==> config.mk <==
export PLATFORM = sky130hd
export DESIGN_NAME = uart_apb_regfile
export DESIGN_NICKNAME = d
export VERILOG_FILES = /design/src/rtl/uart_apb_regfile.sv
export SDC_FILE = /design/constraint.sdc
export NUM_CORES = 1
export LEC_CHECK = 0
export ABC_AREA = 1
export BUFFER_PORTS_ARGS = -buffer_cell sky130_fd_sc_hd__buf_2
export CAP_MARGIN = 25
export CORE_MARGIN = 2
export CORE_UTILIZATION = 47
export DETAILED_ROUTE_END_ITERATION = 8
export PLACE_DENSITY_LB_ADDON = 0.3
export SLEW_MARGIN = 10
export SYNTH_ARGS = -nofsm -noshare
export SYNTH_HDL_FRONTEND = slang
export SYNTH_SLANG_ARGS = --single-unit
==> constraint.sdc <==
create_clock -name pclk -period 2.2 [get_ports pclk]
set_clock_uncertainty 0.05 [all_clocks]
set_input_delay 0.33 -clock pclk [delete_from_list [all_inputs] [get_ports pclk]]
set_output_delay 0.33 -clock pclk [all_outputs]
set_load 0.02 [all_outputs]
==> src/rtl/uart_apb_regfile.sv <==
// APB register file for the UART: TX data/config/control, RX FIFO, sticky status, slave errors.
// Optional interrupt (IER register and irq output) enabled by defining UART_REG_IRQ_EN.
module uart_apb_regfile #(
    parameter int ADDR_W   = 5,
    parameter int DATA_W   = 8,
    parameter int RX_DEPTH = 4
) (
    input  logic              pclk,
    input  logic              preset,
    input  logic              psel,
    input  logic              penable,
    input  logic              pwrite,
    input  logic [ADDR_W-1:0] paddr,
    input  logic [31:0]       pwdata,
    output logic [31:0]       prdata,
    output logic              pready,
    output logic              pslverr,
    output logic [DATA_W-1:0] tx_data,
    output logic              start_tx,
    output logic [4:0]        cfg,
    input  logic              tx_busy,
    input  logic              tx_done,
    input  logic              rx_valid,
    input  logic [DATA_W-1:0] rx_data,
    input  logic              rx_parity_err,
    output logic              irq
);

    localparam int PTR_W = (RX_DEPTH > 1) ? $clog2(RX_DEPTH) : 1;
    localparam int LVL_W = $clog2(RX_DEPTH) + 1;

    localparam logic [ADDR_W-1:0] A_TX   = ADDR_W'(8'h00);
    localparam logic [ADDR_W-1:0] A_RX   = ADDR_W'(8'h04);
    localparam logic [ADDR_W-1:0] A_CFG  = ADDR_W'(8'h08);
    localparam logic [ADDR_W-1:0] A_CTRL = ADDR_W'(8'h0C);
    localparam logic [ADDR_W-1:0] A_STT  = ADDR_W'(8'h10);
    localparam logic [ADDR_W-1:0] A_IER  = ADDR_W'(8'h14);
    localparam logic [ADDR_W-1:0] A_LVL  = ADDR_W'(8'h18);

    logic              setup, access;
    logic              sel_tx, sel_rx, sel_cfg, sel_ctrl, sel_stt, sel_ier, sel_lvl;
    logic              setup_err;
    logic [31:0]       rd_val;
    logic              acc_ok, pop_ok;
    logic              wr_commit, pop, push_ok;
    logic [31:0]       clr;

    logic [DATA_W-1:0] mem [RX_DEPTH];
    logic [PTR_W-1:0]  wr_ptr, rd_ptr;
    logic [LVL_W-1:0]  level, level_n;
    logic              fifo_empty, fifo_full;

    logic              txdone_q, perr_q, ovr_q;
    logic              txdone_n, perr_n, ovr_n;
    logic [3:0]        ier_rd;
    logic              unused_pwdata;

    assign pready        = 1'b1;
    assign unused_pwdata = ^pwdata;

    assign setup  = psel & ~penable;
    assign access = psel & penable;

    assign sel_tx   = (paddr == A_TX);
    assign sel_rx   = (paddr == A_RX);
    assign sel_cfg  = (paddr == A_CFG);
    assign sel_ctrl = (paddr == A_CTRL);
    assign sel_stt  = (paddr == A_STT);
    assign sel_ier  = (paddr == A_IER);
    assign sel_lvl  = (paddr == A_LVL);

    assign fifo_empty = (level == '0);
    assign fifo_full  = (level == LVL_W'(RX_DEPTH));

    // Misaligned addresses never match a decode, so they fall out as unmapped.
    always_comb begin
        setup_err = 1'b0;
        if (|paddr[1:0])
            setup_err = 1'b1;
        if (!(sel_tx | sel_rx | sel_cfg | sel_ctrl | sel_stt | sel_ier | sel_lvl))
            setup_err = 1'b1;
        if (pwrite & (sel_rx | sel_lvl | (sel_stt & (pwdata[1] | pwdata[4]))))
            setup_err = 1'b1;
        if (pwrite & tx_busy & (sel_tx | sel_ctrl))
            setup_err = 1'b1;
    end

    always_comb begin
        rd_val = '0;
        if (sel_tx)
            rd_val = 32'(tx_data);
        else if (sel_rx && !fifo_empty)
            rd_val = 32'(mem[rd_ptr]);
        else if (sel_cfg)
            rd_val = 32'(cfg);
        else if (sel_stt)
            rd_val = {27'b0, tx_busy, ovr_q, perr_q, ~fifo_empty, txdone_q};
        else if (sel_ier)
            rd_val = 32'(ier_rd);
        else if (sel_lvl)
            rd_val = 32'(level);
    end

    always_ff @(posedge pclk) begin
        if (preset) begin
            prdata  <= '0;
            pslverr <= 1'b0;
            acc_ok  <= 1'b0;
            pop_ok  <= 1'b0;
        end else if (setup) begin
            prdata  <= setup_err ? 32'b0 : rd_val;
            pslverr <= setup_err;
            acc_ok  <= ~setup_err;
            pop_ok  <= ~setup_err & ~pwrite & sel_rx & ~fifo_empty;
        end else begin
            pslverr <= 1'b0;
            acc_ok  <= 1'b0;
            pop_ok  <= 1'b0;
        end
    end

    assign wr_commit = access & acc_ok & pwrite;
    assign pop       = access & pop_ok;
    assign clr       = (wr_commit & sel_stt) ? pwdata : 32'b0;
    // A full FIFO still accepts a character when the head leaves in the same cycle.
    assign push_ok   = rx_valid & (~fifo_full | pop);

    always_comb begin
        level_n = level;
        case ({push_ok, pop})
            2'b10:   level_n = level + 1'b1;
            2'b01:   level_n = level - 1'b1;
            default: level_n = level;
        endcase
        txdone_n = tx_done | (txdone_q & ~clr[0]);
        perr_n   = (rx_valid & rx_parity_err) | (perr_q & ~clr[2]);
        ovr_n    = (rx_valid & fifo_full & ~pop) | (ovr_q & ~clr[3]);
    end

    always_ff @(posedge pclk) begin
        if (preset) begin
            tx_data  <= '0;
            cfg      <= '0;
            start_tx <= 1'b0;
            txdone_q <= 1'b0;
            perr_q   <= 1'b0;
            ovr_q    <= 1'b0;
            wr_ptr   <= '0;
            rd_ptr   <= '0;
            level    <= '0;
        end else begin
            if (wr_commit & sel_tx)
                tx_data <= pwdata[DATA_W-1:0];
            if (wr_commit & sel_cfg)
                cfg <= pwdata[4:0];
            start_tx <= wr_commit & sel_ctrl & pwdata[0];
            txdone_q <= txdone_n;
            perr_q   <= perr_n;
            ovr_q    <= ovr_n;
            if (push_ok)
                wr_ptr <= wr_ptr + 1'b1;
            if (pop)
                rd_ptr <= rd_ptr + 1'b1;
            level <= level_n;
        end
    end

    always_ff @(posedge pclk) begin
        if (push_ok)
            mem[wr_ptr] <= rx_data;
    end

`ifdef UART_REG_IRQ_EN
    logic [3:0] ier, ier_n;

    assign ier_rd = ier;
    assign ier_n  = (wr_commit & sel_ier) ? pwdata[3:0] : ier;

    // Built from next-state status so irq follows its cause by one cycle.
    always_ff @(posedge pclk) begin
        if (preset) begin
            ier <= '0;
            irq <= 1'b0;
        end else begin
            ier <= ier_n;
            irq <= |({ovr_n, perr_n, (level_n != '0), txdone_n} & ier_n);
        end
    end
`else
    assign ier_rd = 4'b0;
    assign irq    = 1'b0;
`endif

endmodule

Yosys cells after proc, flatten, opt, wreduce, memory -nomap -nowiden:

Memory sizes are Yosys's and may differ from the RTL's. A register that Yosys moved wholly into a read port is not among the register bits.
Index checks and enable logic that the tools add are counted.

* $add $sub $neg: 4
* eq/ne operators: 9
* mux-type cells: 17
* bitwise operators: 48
* reduce and logical (&&, ||, !) cells: 7

Operator list (count)
* $mux 32: 1
* $and 1x1->1: 24
* $mux 8: 2
* $eq 5x5->1 const B: 3
* $or 1x1->1: 14
* $eq 5x4->1 const B: 2
* $mux 5: 2
* $not 1->1: 10
* $mux 1: 6
* $mux 3: 2
* $pmux 3 s2: 1
* $eq 5x3->1 const B: 1
* $logic_not 5->1: 1
* $add 2x1->2 const B: 2
* $mux 2: 2
* $mux 4: 1
* $reduce_or 2->1: 2
* $add 3x1->3 const B: 1
* $eq 3x3->1 const B: 1
* $logic_not 3->1: 1
* $sub 3x1->3 const B: 1
* $eq 2x1->1 const B: 1
* $eq 2x2->1 const B: 1
* $reduce_bool 2->1: 1
* 2 further kinds: 2

* register bits: 59
* bits in writable memories: 32
* input port bits: 54
* output and inout bits: 49
* logic and storage cells: 99
* memories: 1

Memory list
* mem: words 4, bits a word 8, rd ports 1, clocked after memory_dff 1, wr ports 1, RTL line 48 `logic [DATA_W-1:0] mem [RX_DEPTH];`

Depth between registers and ports, before layout:

Gate-level depths: netlist (run 1).

* depth in word-level cells: 14
* gate-level depth with buffers: 14
* gate-level depth less buffers: 14

Least setup slack after synthesis (run 1):

No wires, ideal clock.

* path type: input-to-reg
* from: input psel
* to: register level[2]
* setup time: 0.122 ns
* arrival time: 1.909 ns
* required time: 2.028 ns
* path slack: 0.119 ns
* stages: 14
* buffers on the path: 0
* cell sequence: nand2_1 -> inv_1 -> nand2_1 -> inv_1 -> nor3_1 -> nor2_1 -> inv_1 -> ha_1 -> inv_1 -> fa_1 -> a21oi_1 -> o21ai_0 -> o21ai_0 -> a21oi_1

* word-level cells in the longest chain between the ends: 6
* elaborated cells on any way between the ends: 8
* those cells by class: eq/ne: 2; mux: 1; bitwise: 4; reduce/logical: 1

Ends and longest elaborated chain
* start: declaration: RTL line 10 `input logic psel,`
* $and 1x1->1 *: RTL line 62 `assign access = psel & penable;`
* $and 1x1->1 *: RTL line 123 `assign pop = access & pop_ok;`
* via pop: RTL line 45 `logic wr_commit, pop, push_ok;`
* $or 1x1->1: RTL line 126 `assign push_ok = rx_valid & (~fifo_full | pop);`
* $and 1x1->1: RTL line 126
* $eq 2x1->1 / $eq 2x2->1 (equally long branches): RTL line 130 `case ({push_ok, pop})`
* $pmux 3 s2 / $reduce_bool 2->1 (equally long branches)
* end signal: assignment: RTL line 164 `level <= level_n;`
* end: declaration: RTL line 50 `logic [LVL_W-1:0] level, level_n;`

Mark *: on every way through the listed nets, which the timed path passes. The rest lies on a longest branch.
A chain may end at the register's enable or synchronous reset.

Worst setup path in the final report (run 1):

* from: register level[1]
* to: register level[2]

* word-level cells in the longest chain between the ends: 6
* elaborated cells on any way between the ends: 10
* those cells by class: add/sub: 2; eq/ne: 3; mux: 1; bitwise: 3; reduce/logical: 1

Ends and longest elaborated chain
* $eq 3x3->1: RTL line 73 `assign fifo_full = (level == LVL_W'(RX_DEPTH));`
* $not 1->1: RTL line 126
* $or 1x1->1: RTL line 126
* $and 1x1->1: RTL line 126
* $eq 2x1->1 / $eq 2x2->1 (equally long branches): RTL line 130
* $pmux 3 s2 / $reduce_bool 2->1 (equally long branches)

Parallel ways exist; a longest one is shown, timed or not.

==> impl_metrics.tcl, run 1 <==
set metrics [dict create \
    overflow 0 \
    dr.pass1.iters 4 \
    path_clk_slew_ps 80 \
    routed_via_density 4.72 \
    rsz0062_at_grt "false" \
    globalplace.congestion 0.874 \
    required_ps 2390 \
    synthSimpleGateAreaFrac 0.262 \
    final_nets 539 \
    maxSlewViolCount 0 \
    p_int_mw 1.89 \
    relSlewSlack 0.613 \
    ys_types 34 \
    post_drt_wl_per_cell_um 12.3 \
    design.core.area_um2 7140 \
    synth_fa_ha_area_frac 0.0241 \
    grtUsageMet2 0.327 \
    setup_violations 0 \
    place_hpwl_mm 5.22 \
    clock_sinks 69 \
    rows 31 \
    boundaryPins 103 \
    powerDensity_nw_per_um2 669 \
    multi_input_area_um2 1370 \
    power_frac_clock 0.377 \
    synth_compound_area_frac 0.0827 \
    synth_top_family_by_area "simple AND/OR/NAND/NOR gates" \
    seq_power_share 0.528 \
    numCtsBuffers 9 \
    grt_pass1_wl_mm 11.3 \
    leakagePower_nw 1.82 \
    critical_path_class "flip-flop to flip-flop" \
    worstPathMaxFanout 4 \
    synth_mux_area_frac 0 \
    ir_drop_mv 0.374 \
    cts_tree "built" \
    max_freq_mhz 501 \
    antenna_found_initial 0 \
    area_growth_pct 15.2 \
    ant_nets 0 \
    yosysWarnings 0 \
    routed-via-count 2750 \
    hp-class "primary input to flip-flop" \
    grtUsageMet3 0.0406 \
    syn_inst 414 \
    tightestPinTransition_ps 580 \
    routed_wl_mm 7.17 \
    layout-drive-gt1-share 0.225 \
    die_x_um 89.3 \
    outcome "finished, final reports clean" \
    fp.dieH_um 89.3 \
    io_buffer_count 52 \
    netSwitchingPower_mw 0.747 \
    cp.arrival_ps 2190 \
    fin_total_pwr_mw 2.63 \
    crit_path_start "level[1]" \
    grt_busiest_layer "met2" \
    ys_seq_elements 69 \
    first_iter_violations 123 \
    finalHoldViolations 0 \
    cp-end-kind "flip-flop" \
    grt_use_total 0.191 \
    antennaDiodeCount 0 \
    register_area_um2 1700 \
    fin_crit_ps 2000 \
    clk_path_buf_depth 2 \
    cts_root_buf "clkbuf_8" \
    dieArea_um2 7970 \
    utilization 0.552 \
    drv_cap 0 \
    grt_max_degree 22 \
    seq_area_frac_synth 0.498 \
    final.fill_count 660 \
    combinationalPowerShare 0.095 \
    min-delay-start "rx_data[1]" \
    met1_usage 0.233 \
    cts_max_level 3 \
    clk_latency_ps 350 \
    p_sw_frac 0.284 \
    avgSynthCellArea_um2 8.26 \
    synth_xor_area_frac 0 \
    drc 0 \
    min_period_over_period 0.908 \
    netlist_area_um2 3420 \
    critPathLaunchType "flip-flop" \
    start_util 0.479 \
    first_global_vias 2431 \
    r2r_start "level[1]" \
]
-- placed cells by master (no fill, tap or decap) --
cell type / instances
a22o_1: 1
inv_2: 3
conb_1: 26
clkinv_1: 1
o21ai_1: 1
or2_2: 5
dfxtp_1: 37
nand3_1: 16
nor2_2: 4
nor2_4: 5
nand4_2: 1
clkinvlp_4: 2
a21oi_1: 20
inv_6: 3
clkbuf_8: 9
buf_4: 14
edfxtp_1: 32
nand2_1: 70
clkinv_4: 1
or2_0: 2
nor2_1: 74
nand4_1: 9
o21ai_0: 28
inv_1: 46
ha_1: 5
nand3_2: 2
o211ai_1: 1
nand2_2: 4
fa_1: 1
nor4_1: 2
inv_8: 2
a22oi_1: 1
o21a_1: 1
nor3_2: 1
o22ai_1: 1
nor2_8: 1
buf_2: 52
-- routing by layer --
layer  share of wire  up-vias
met5               0        -
li1                -     1402
met1            0.44     1242
met4           0.017        0
met3           0.058       10
met2            0.48       96
-- cell usage after synthesis --
cell type,n,area share
dfxtp_1,37,0.22
nor2_1,74,0.081
a22o_1,1,0.0026
inv_1,46,0.050
o21ai_0,29,0.042
or2_0,2,0.0037
nand2_1,70,0.077
or2_2,5,0.0091
buf_6,1,0.0033
ha_1,5,0.018
inv_2,3,0.0033
nor2_4,5,0.016
buf_2,3,0.0044
clkbuf_1,4,0.0044
nor3_1,1,0.0015
edfxtp_1,32,0.28
nand4_1,9,0.016
nor4_1,2,0.0037
nand4_2,1,0.0037
nor2_2,4,0.0073
nand3_2,2,0.0059
o22ai_1,1,0.0018
a21oi_1,20,0.029
o211ai_1,1,0.0022
nand2_2,4,0.0073
clkinv_1,1,0.0011
a22oi_1,1,0.0022
clkinv_4,1,0.0026
conb_1,2,0.0022
nor2_8,1,0.0059
o21a_1,1,0.0022
fa_1,1,0.0059
buf_4,28,0.061
nand3_1,16,0.023
-- sequential cells by signal (all words and copies together) (netlist names), 2 cells and up, named ones only --
name and count:
mem 32, prdata 8, tx_data 8, cfg 5, level 3, rd_ptr 2, wr_ptr 2
-- kinds of logic after synthesis --
family          Yosys count
simple gates            196
buf+inv                  87
flops                    69
compound gates           54
fa+ha+maj                 6
other cells               2
-- layout make-up --
type                       instances  area share
sequential                        69       0.432
multi-input combinational        282       0.346
timing repair buffer              66      0.0927
inverter                          51      0.0499
clock buffer                       9      0.0314
tap                               99      0.0314
clock inverter                     7      0.0162
-- power by group through the flow --
stage	clock network [mW]	registers, mW	logic, mW
after floorplan	0	1.42	0.193
after global placement	0	1.42	0.240
after detailed placement	0	1.42	0.246
after CTS	1.02	1.39	0.249
after global routing	1.07	1.40	0.278
final	0.992	1.39	0.250
-- metrics by stage --
step / worst slack [ps] / setup TNS, ps / instances / hold WS, ps / instance area, µm²
6_report: 202 / 0 / 583 / 132 / 3940
5_1_grt: 3.99 / 0 / 583 / 124 / 3940
4_1_cts: 75.5 / 0 / 583 / 119 / 3940
3_5_place_dp: -48.8 / -48.8 / 567 / 414 / 3750
3_3_place_gp: 40.7 / 0 / 567 / 410 / 3750
2_1_floorplan: 119 / 0 / 438 / 349 / 3510
-- critical path: stages, from the launching register on --
cell and delay, ps:
dfxtp_1 350, nor2_1 130, inv_1 60, nor3_2 140, nor2_1 80, inv_1 70
ha_1 130, inv_1 50, fa_1 370, a21oi_1 150, o21ai_0 130, o21ai_1 130
a21oi_1 50
-- repair_timing --
item                       CTS  global route
setup buffers                0             0
setup endpoints to repair    0             1
hold buffers                 0             0
resized for setup            0             2
-- final timing paths --
path / slack, ps / cells after the start / endpoint
worst max-delay path: 200 / 12 / level[2]
worst min-delay path: 130 / 1 / mem[0][1]
worst max register to register: 200 / 12 / level[2]
worst min register to register: 430 / 2 / prdata[6]
No activity file was read; power rests on OpenSTA's default activity.
==> run 2: changes to the inputs <==
Settings changed: HOLD_SLACK_MARGIN set to 0.15, RECOVER_POWER set to 50.
==> run 2 against run 1 <==
  * Via count rose by 0.18%
  * Sequential power barely moved
  * Worst setup slack got worse by 1.7 ps
  * Combinational power rose by 4%
  * Clock power barely moved
  * Non-clock buffer count rose by 9
  * Sequential share of layout area fell by 0.53 points
  * Largest power group unchanged
==> impl_metrics.tcl, run 2 (synthesis gave the netlist of run 1 again) <==
set metrics [dict create \
    routed-via-count 2755 \
    die_x_um 89.3 \
    start_util 0.479 \
    power_frac_clock 0.375 \
    pre_cts_slack_ps -48.8 \
    powerDensity_nw_per_um2 662 \
    relSlewSlack 0.620 \
    globalplace.congestion 0.874 \
    p_sw_frac 0.283 \
    first_global_vias 2457 \
    outcome "finished, final reports clean" \
    netSwitchingPower_mw 0.747 \
    routed_via_density 4.65 \
    hp-class "primary input to flip-flop" \
    cp.arrival_ps 2190 \
    drv_cap 0 \
    critPathLaunchType "flip-flop" \
    place_hpwl_mm 5.22 \
    cts_setup_buffers 0 \
    rows 31 \
    setup_violations 0 \
    reg_top3 "mem: 32 flops, prdata: 8 flops, tx_data: 8 flops" \
    first_iter_violations 132 \
    boundaryPins 103 \
    grt_max_degree 22 \
    critical_path_class "flip-flop to flip-flop" \
    layout_setup_ws_ps 201 \
    design.core.area_um2 7140 \
    maxSlewViolCount 0 \
    final.fill_count 664 \
    dr.pass1.iters 4 \
    grt_use_total 0.192 \
    area_growth_pct 16.6 \
    tightestPinTransition_ps 570 \
    path_clk_slew_ps 80 \
    rsz0062_at_grt "false" \
    r2r_setup_slack_ps 200 \
    cts_root_buf "clkbuf_8" \
    cts_tree "built" \
    routed_wl_mm 7.21 \
    largest_register "mem" \
    fin_crit_ps 2000 \
    numCtsBuffers 9 \
    clock_sinks 69 \
    io_buffer_count 52 \
    drc 0 \
    clk_latency_ps 360 \
    largest_reg_flops 32 \
    grt_pass1_wl_mm 11.4 \
    ir_drop_mv 0.374 \
    overflow 0 \
    clk_path_buf_depth 2 \
    antennaDiodeCount 0 \
    p_int_mw 1.90 \
    seq_power_share 0.527 \
    ant_nets 0 \
    finalHoldViolations 0 \
    min_period_over_period 0.909 \
    final_common_cell "nor2_1" \
    post_drt_wl_per_cell_um 12.2 \
    fp.dieH_um 89.3 \
    finalSetupTns_ps 0 \
    worstPathMaxFanout 4 \
    layout-drive-gt1-share 0.156 \
    multi_input_area_um2 1360 \
    leakagePower_nw 1.73 \
    combinationalPowerShare 0.098 \
    cp-end-kind "flip-flop" \
    required_ps 2390 \
    register_area_um2 1700 \
    max_freq_mhz 500 \
    cts_max_level 3 \
    dieArea_um2 7970 \
    final_cell_mix "nor2_1, nand2_1, inv_1" \
    antenna_found_initial 0 \
    final_nets 548 \
]
[run 2: changes by cell type in the layout (fill, tap and decap cells not counted), sizes merged]
cell	change
buf	-31
clkbuf	+31
dlygate4sd3	+9
[run 2: path summary, 6_finish.rpt]
| path | from | end | cells after the start |
|---|---|---|---|
| max | level[1] | level[2] | 12 |
| min | tx_done | txdone_q | 3 |
| max reg2reg | level[1] | level[2] | 12 |
| min reg2reg | prdata[6] | prdata[6] | 2 |
[run 2: per-stage QoR]
stage	cells	power (mW)	utilization	hold WS, ps	cell area (µm²)
6_report	592	2.64	0.559	160	3990
5_1_grt	592	2.76	0.559	164	3990
4_1_cts	592	2.67	0.564	152	4030
3_5_place_dp	567	1.67	0.525	414	3750
3_3_place_gp	567	1.66	0.525	410	3750
2_1_floorplan	438	1.61	-	349	3510
[run 2: what timing repair did]
action / 4_1_cts / 5_1_grt
hold endpoints to repair: 33 / 0
gates resized for setup: 0 / 2
hold buffers: 9 / 0
setup endpoints to repair: 0 / 1
[run 2: cell type report]
type / instances / area share
clock buffer: 9 / 0.0311
multi-input combinational: 282 / 0.342
timing repair buffer: 75 / 0.104
inverter: 51 / 0.0492
tap: 99 / 0.0311
sequential: 69 / 0.427
clock inverter: 7 / 0.0160
[run 2: routing by layer]
| layer | track usage | share of wire | vias to the layer above |
|---|---|---|---|
| met5 | 0 | 0 | - |
| met4 | 0.0814 | 0.022 | 0 |
| met3 | 0.0406 | 0.062 | 13 |
| met2 | 0.330 | 0.48 | 98 |
| met1 | 0.234 | 0.43 | 1222 |
| li1 | - | - | 1422 |
[run 2: worst max-delay path, stage by stage (launching register included)]
cell     delay [ps]
dfxtp_1         340
nor2_1          130
inv_1            60
nor3_2          140
nor2_1           80
inv_1            70
ha_1            130
inv_1            50
fa_1            370
a21oi_1         150
o21ai_0         130
o21ai_1         130
a21oi_1          50
[run 2: power by group through the flow]
stage                     combinational (mW)  sequential [mW]  clock [mW]
after floorplan                        0.193             1.42           0
after global placement                 0.240             1.42           0
after detailed placement               0.246             1.42           0
after CTS                              0.261             1.39        1.02
after global routing                   0.289             1.40        1.07
final                                  0.260             1.39       0.991
==> run 3: changes to the inputs <==
Settings changed: RECOVER_POWER 50 to 100.
==> run 3 against run 2 <==
  * Largest cell class unchanged
  * Register-to-register slack about the same
  * First-iteration DRC count decreased by 0.76%
  * Worst hold slack got worse by 5.8 ps
  * Sequential power about the same
  * Global-route usage unchanged
  * Non-clock buffer count unchanged
  * Largest power group unchanged
  * Count of clock-buffer cells in the layout unchanged
==> impl_metrics.tcl, run 3 (synthesis gave the netlist of run 1 again) <==
set metrics [dict create \
    routed-via-count 2761 \
    path_clk_slew_ps 80 \
    drv_cap 0 \
    placedInstanceArea_um2 3750 \
    final_area_um2 3940 \
    ant_nets 0 \
    path_cells "nor2_1 -> inv_1 -> nor3_2 -> nor2_1 -> inv_1 -> ha_1 -> inv_1 -> fa_1 -> a21oi_1 -> o21ai_0 -> o21ai_1 -> a21oi_1" \
    outcome "finished, final reports clean" \
    clk_latency_ps 360 \
    design.core.area_um2 7140 \
    cp_common_cell "inv_1" \
    cp-end-kind "flip-flop" \
    drc 0 \
    worstPathMaxFanout 4 \
    pre_cts_slack_ps -48.8 \
    antennaDiodeCount 0 \
    fin_total_pwr_mw 2.64 \
    r2r_start "level[1]" \
    place_hpwl_mm 5.22 \
    area_growth_pct 15.1 \
    max_freq_mhz 501 \
    layout-drive-gt1-share 0.134 \
    cts_root_buf "clkbuf_8" \
    rsz0062_at_grt "false" \
    finalHoldViolations 0 \
    dr.pass1.iters 5 \
    fin_crit_ps 2000 \
    layout_setup_ws_ps 203 \
    critPathLaunchType "flip-flop" \
    reg_top3 "mem: 32 flops, prdata: 8 flops, tx_data: 8 flops" \
    r2r_setup_slack_ps 200 \
    largest_reg_flops 32 \
    finalSetupTns_ps 0 \
    dp.cells 567 \
    first_global_vias 2457 \
    start_util 0.479 \
    antenna_found_initial 0 \
    final_common_cell "nor2_1" \
    io_buffer_count 52 \
    tightestPinTransition_ps 656 \
    numCtsBuffers 9 \
    overflow 0 \
    fp.dieH_um 89.3 \
    leakagePower_nw 1.68 \
    final_cell_mix "nor2_1, nand2_1, inv_1" \
    maxSlewViolCount 0 \
    rr_endpoint "level[2]" \
    crit_end "level[2]" \
    crit_path_start "level[1]" \
    globalplace.congestion 0.874 \
    grt_use_total 0.192 \
    clk_path_buf_depth 2 \
    routed_wl_mm 7.27 \
    min_period_over_period 0.908 \
    first_iter_violations 131 \
    required_ps 2400 \
    dieArea_um2 7970 \
    cp_slowest_stage_delay_ps 370 \
    hp-class "primary input to flip-flop" \
    cts_tree "built" \
    die_x_um 89.3 \
    rows 31 \
    cts_setup_buffers 0 \
    boundaryPins 103 \
    grt_max_degree 22 \
    post_drt_wl_per_cell_um 12.3 \
    r2r_cells 12 \
    cp.arrival_ps 2200 \
    clock_sinks 69 \
    grt_pass1_wl_mm 11.4 \
    cts_max_level 3 \
    largest_register "mem" \
    critical_path_class "flip-flop to flip-flop" \
    setup_violations 0 \
    relSlewSlack 0.561 \
    ir_drop_mv 0.372 \
    powerDensity_nw_per_um2 670 \
    routed_via_density 4.66 \
    fin_cells 592 \
    final_nets 548 \
    cpMaxStageDelayCell "fa_1" \
]
run 3: cell count changes in the layout (fill, tap and decap cells not counted), sizes merged:
cell | previous run | this run
buf | 35 | 29
clkbuf | 40 | 46
run 3: stage by stage:
stage                     hold slack (ps)   util
final                                 154  0.551
after global placement                410  0.525
after global routing                  158  0.551
after detailed placement              414  0.525
after CTS                             152  0.564
after floorplan                       349      -
run 3: layout make-up:
class,instances,area [µm²]
fill,674,3200
sequential,69,1700
multi-input combinational,282,1330
timing repair buffer,75,398
inverter,51,196
clock buffer,9,124
tap,99,124
clock inverter,7,63.8
run 3: how the worst min path moves through the flow:
stage                  from        to  slack [ps]  depth (start not counted)
floorplan            preset     ovr_q         350                          1
global placement     cfg[2]    cfg[2]         410                          2
detailed placement   cfg[0]    cfg[0]         410                          2
CTS                 tx_done  txdone_q         150                          3
global route         pwrite    pop_ok         160                          2
finish              tx_done  txdone_q         150                          3
run 3: what timing repair did:
item / 4_1_cts / 5_1_grt
hold buffers: 9 / 0
resized for setup: 0 / 2
hold endpoints to repair: 33 / 0
setup endpoints to repair: 0 / 1
run 3: layer usage:
metal | up-vias | global-route usage | part of all wire
met3 | 11 | 0.0406 | 0.064
met1 | 1231 | 0.234 | 0.44
met5 | - | 0 | 0
met4 | 0 | 0.0814 | 0.018
met2 | 99 | 0.330 | 0.48
li1 | 1420 | - | -
run 3: report_power, final:
group	switching (mW)	leakage (nW)	total, mW	internal (mW)
combinational	0.177	0.994	0.252	0.0750
clock	0.559	0.0907	0.995	0.436
sequential	0.0125	0.593	1.39	1.38
total	0.749	1.68	2.64	1.89
run 3: worst max-delay path, delay by kind of cell, from the launching register on:
family,cells,cell delay [ps]
buffers and inverters,3,180
AOI/OAI and AO/OA,4,460
adders and majority gates,2,500
DFF,1,340
and+or+nand+nor,3,350
